### config.mk
export PLATFORM = sky130hd
export DESIGN_NAME = sar_controller
export DESIGN_NICKNAME = d
export VERILOG_FILES = /design/src/rtl/sar_controller.sv
export SDC_FILE = /design/constraint.sdc
export NUM_CORES = 1
export LEC_CHECK = 0
export ABC_AREA = 1
export CORE_MARGIN = 4
export CORE_UTILIZATION = 53
export CTS_BUF_LIST = sky130_fd_sc_hd__clkbuf_4 sky130_fd_sc_hd__clkbuf_8 sky130_fd_sc_hd__clkbuf_16
export DETAILED_ROUTE_END_ITERATION = 8
export PLACE_DENSITY = 0.82
export SYNTH_ARGS = -nofsm -noshare
export SYNTH_HDL_FRONTEND = slang
export SYNTH_SLANG_ARGS = --single-unit
### constraint.sdc
create_clock -name clk_in -period 1.9 [get_ports clk_in]
set_input_delay 0.475 -clock clk_in [delete_from_list [all_inputs] [get_ports clk_in]]
set_output_delay 0.475 -clock clk_in [all_outputs]
set_load 0.02 [all_outputs]
### src/rtl/sar_controller.sv
// ---------------------------------------------------------------------------
// sar_controller
//
// Successive-approximation register controller. It tracks the input while
// the sample strobe is high. A falling sample edge starts a binary search
// that resolves one bit per clock, MSB first, using the comparator result.
// The finished code is handed to a consumer through a valid/ready pair.
//
// Parameters
//   NBITS       conversion resolution in bits (2..16)
//
// Ports
//   clk_in      single clock, rising edge
//   rst         asynchronous active-high reset
//   sample      sample strobe: high = track, falling edge = start conversion
//   comp        comparator result, 1 = Vin >= Vdac(dac_code)
//   dac_code    registered trial code driven to the capacitive DAC
//   busy        high while sampling or converting
//   data        last completed conversion result
//   data_valid  result available; held until accepted
//   data_ready  consumer accepts data when data_valid && data_ready
//   overrun     sticky: an unaccepted result was overwritten
//   abort       one-cycle pulse: conversion cut short by an early sample
// ---------------------------------------------------------------------------
module sar_controller #(
  parameter int NBITS = 10
) (
  input  logic             clk_in,
  input  logic             rst,
  input  logic             sample,
  input  logic             comp,
  output logic [NBITS-1:0] dac_code,
  output logic             busy,
  output logic [NBITS-1:0] data,
  output logic             data_valid,
  input  logic             data_ready,
  output logic             overrun,
  output logic             abort
);

  localparam int PW = (NBITS > 1) ? $clog2(NBITS) : 1;
  localparam logic [NBITS-1:0] MIDSCALE = {1'b1, {(NBITS-1){1'b0}}};
  localparam logic [PW-1:0]    PTR_MAX  = PW'(NBITS - 1);

  typedef enum logic [1:0] {
    ST_IDLE,
    ST_SAMPLE,
    ST_CONVERT,
    ST_DONE
  } state_t;

  state_t           state_q, state_d;
  logic [NBITS-1:0] dac_code_q, dac_code_d;
  logic [PW-1:0]    ptr_q, ptr_d;
  logic [PW-1:0]    ptr_dec;
  logic [NBITS-1:0] data_q, data_d;
  logic             data_valid_q, data_valid_d;
  logic             overrun_q, overrun_d;
  logic             abort_q, abort_d;
  logic             busy_q, busy_d;
  logic             load;

  assign ptr_dec = ptr_q - PW'(1);

  // Next-state logic. A sample strobe during conversion restarts from
  // midscale without touching the result registers.
  always_comb begin
    state_d      = state_q;
    dac_code_d   = dac_code_q;
    ptr_d        = ptr_q;
    data_d       = data_q;
    data_valid_d = data_valid_q;
    overrun_d    = overrun_q;
    abort_d      = 1'b0;
    load         = 1'b0;

    if (data_valid_q && data_ready) begin
      data_valid_d = 1'b0;
    end

    case (state_q)
      ST_IDLE: begin
        if (sample) begin
          state_d    = ST_SAMPLE;
          dac_code_d = MIDSCALE;
          ptr_d      = PTR_MAX;
        end
      end
      ST_SAMPLE: begin
        dac_code_d = MIDSCALE;
        ptr_d      = PTR_MAX;
        if (!sample) begin
          state_d = ST_CONVERT;
        end
      end
      ST_CONVERT: begin
        if (sample) begin
          state_d    = ST_SAMPLE;
          dac_code_d = MIDSCALE;
          ptr_d      = PTR_MAX;
          abort_d    = 1'b1;
        end else begin
          // Keep the trial bit only if the input is at or above the DAC.
          dac_code_d[ptr_q] = comp;
          if (ptr_q != '0) begin
            dac_code_d[ptr_dec] = 1'b1;
            ptr_d               = ptr_dec;
          end else begin
            load    = 1'b1;
            state_d = ST_DONE;
          end
        end
      end
      ST_DONE: begin
        if (sample) begin
          state_d    = ST_SAMPLE;
          dac_code_d = MIDSCALE;
          ptr_d      = PTR_MAX;
        end else begin
          state_d = ST_IDLE;
        end
      end
      default: begin
        state_d = ST_IDLE;
      end
    endcase

    // A new result wins over a same-cycle accept; an overwrite only counts
    // as overrun when the old result was not being taken on this edge.
    if (load) begin
      data_d       = dac_code_d;
      data_valid_d = 1'b1;
      if (data_valid_q && !data_ready) begin
        overrun_d = 1'b1;
      end
    end

    busy_d = (state_d == ST_SAMPLE) || (state_d == ST_CONVERT);
  end

  always_ff @(posedge clk_in or posedge rst) begin
    if (rst) begin
      state_q      <= ST_IDLE;
      dac_code_q   <= '0;
      ptr_q        <= PTR_MAX;
      data_q       <= '0;
      data_valid_q <= 1'b0;
      overrun_q    <= 1'b0;
      abort_q      <= 1'b0;
      busy_q       <= 1'b0;
    end else begin
      state_q      <= state_d;
      dac_code_q   <= dac_code_d;
      ptr_q        <= ptr_d;
      data_q       <= data_d;
      data_valid_q <= data_valid_d;
      overrun_q    <= overrun_d;
      abort_q      <= abort_d;
      busy_q       <= busy_d;
    end
  end

  assign dac_code   = dac_code_q;
  assign busy       = busy_q;
  assign data       = data_q;
  assign data_valid = data_valid_q;
  assign overrun    = overrun_q;
  assign abort      = abort_q;

endmodule

==> impl_metrics.toml <==
[grt]
antenna_found_initial = 0
met1_usage = 0.292
grt_pass1_wl_um = 7390
grt_use_met2 = 0.359
grt.total_usage = 0.225
grt_overflow = 0
met3_usage = 0.0391
grt_pass1_vias = 1659
grt_start_max_net_pins = 31
grt_most_used_layer = "met2"

[min_path]
hp-class = "in2async"

[setup_path]
ff2ff_setup_slack_ns = 0.18
crit_type = "reg2out"
setup.worst_path.start = "dac_code[8]"
worst-path-buf-inv = 1
crit_path_start_kind = "register"
cp_max_fo = 3
critical_path_required_ns = 1.42
arrival_ns = 1.36
worstPathCellList = "clkdlybuf4s50_1"
critPathCapture = "dac_code[8]"
crit_cells = 1
endpoint_kind = "output port"
worstReg2RegStart = "ptr_q[0]"
cp_top_family = "buffers and inverters"
worstRegToRegCells = 11
slowest_delay_ns = 0.62
cpMaxStageDelayCell = "clkdlybuf4s50_1"
regToRegEndpoint = "data[6]"

[die]
rows = 20
core-area_sq_mm = 0.00313
start_util = 0.568
die_y_um = 65.9
die_width_um = 65.9
fp.dieArea_sq_mm = 0.00435
pin_count = 29

[cts]
clkLatencyLatePin_ns = 0.34
post_cts_buffers = 0
cts_buffers = 5
cts_root_buf = "clkbuf_4"
cts.sinks = 30
clock_path_buffers = 2
cts_tree = "built"
clkTransAtPathRegs_ns = 0.10
htree_levels = 2

[placement]
port_buffers = 28
place.gp.congestion = 0.871
dpl.hpwl_um = 3110

[finish]
area_growth_pct = 25.0
most-common-layout-cells = "nand2_1, clkdlybuf4s50_1, dfrtp_1"
multiInputGateArea_sq_um = 888
diodes = 0
regArea_sq_um = 754
layout_commonest_cell = "nand2_1"
num-fill-cells = 255
drive_gt1_frac = 0.143
nets = 279

[drt]
drtIter0Drc = 105
drc_errors = 0
avgViaCountPerCell = 5.12
final_antenna_net_count = 0
vias = 1581
avgRoutedWirePerCell_um = 13.6
dr.pass1.iters = 4
wirelength_um = 4200

[sta]
rsz0062_at_grt = "false"
final.min_clock_period_ns = 1.84
whs_ns = 0.489
max_freq_mhz = 545
relSlewSlack = 0.758
clock_skew_ns = 0.00643
drv_slew = 0
finalSetupViolations = 0
period_share = 0.966
finalHoldViolCount = 0
tightest_slew_ns = 0.363

[yosys]
synth_seq_cells = 30
synth_fp_nets = 240
synth-main-ff-cell = "dfrtp_1"
synth_area_sq_mm = 0.00178
ys_async_sr_fraction = 1.00
yosysSeqAreaShare = 0.424
syn_area_per_cell_sq_um = 7.90
synth_cell_types = 27
synth_edf_count = 0
ys_warn_count = 0
synthCells = 225

[status]
status = "finished clean"

[power_and_ir_drop]
leakagePower_nw = 1.12
power_mw = 2.46
power_density_mw_per_mm2 = 1110
ir_worst_vdd_uv = 611

[run]
drv_cap = 0
[Yosys cell counts, types with 3 or more instances]
library cell / instances / area, sq um
inv_1: 26 / 97.6
a21oi_1: 11 / 55.1
nand2_1: 75 / 282
dfrtp_1: 28 / 701
nand4_1: 6 / 37.5
buf_2: 3 / 15.0
nand3_1: 15 / 75.1
buf_6: 3 / 33.8
nor2_1: 6 / 22.5
ha_1: 10 / 125
nor2_4: 4 / 45.0
o21ai_0: 17 / 85.1
[flip-flops by register name, indices dropped and copies added, names as in the netlist]
register / cells
abort: 1
busy: 1
dac_code: 10
data: 10
data_valid: 1
overrun: 1
ptr_q: 4
state_q: 2
[per-stage QoR]
step	TNS, ns	instances	util	setup WS, ns	area, sq um
detailed placement	-0.0789	301	0.684	-0.0542	2140
finish	0	309	0.710	0.0638	2220
global placement	0	301	0.684	0.0381	2140
CTS	0	309	0.704	0.0170	2200
global route	0	309	0.710	0.00627	2220
floorplan	0	225	-	0.214	1780
[logic make-up (layout without fill, tap and decap cells)]
family / Yosys count / in the layout / share of synthesized area
xor+xnor: 1 / 1 / 0.00493
simple gates: 112 / 112 / 0.284
compound gates: 38 / 38 / 0.130
flops: 30 / 30 / 0.424
buf+inv: 34 / 74 / 0.0866
fa+ha+maj: 10 / 10 / 0.0704
[where the power goes]
group	switching, mW	internal [mW]
sequential	0.0923	0.741
clock	0.239	0.178
combinational	0.771	0.436
[metal layers]
| metal | part of all wire | routed length (um) |
|---|---|---|
| met5 | 0 | 0 |
| met4 | 0.021 | 90 |
| met3 | 0.052 | 220 |
| met2 | 0.48 | 2030 |
| met1 | 0.44 | 1860 |
[repair_timing]
action                     4_1_cts  5_1_grt
resized for setup                0        5
setup endpoints to repair        0       18
hold buffers                     0        0
[area by class of cell]
class,count,share of cell area
clock inverters,2,0.00563
multi-input cells,161,0.400
well taps,44,0.0248
inverters,28,0.0473
flip-flops and latches,30,0.340
repair buffers,38,0.160
clock buffers,6,0.0231
[worst min-delay path by stage]
stage          endpoint  depth (start not counted)
3_3_place_gp    overrun                          2
4_1_cts         data[6]                          2
2_1_floorplan     abort                          1
6_report       ptr_q[1]                          3
3_5_place_dp    data[2]                          2
5_1_grt         data[2]                          2
(Power assumes the default switching activity.)
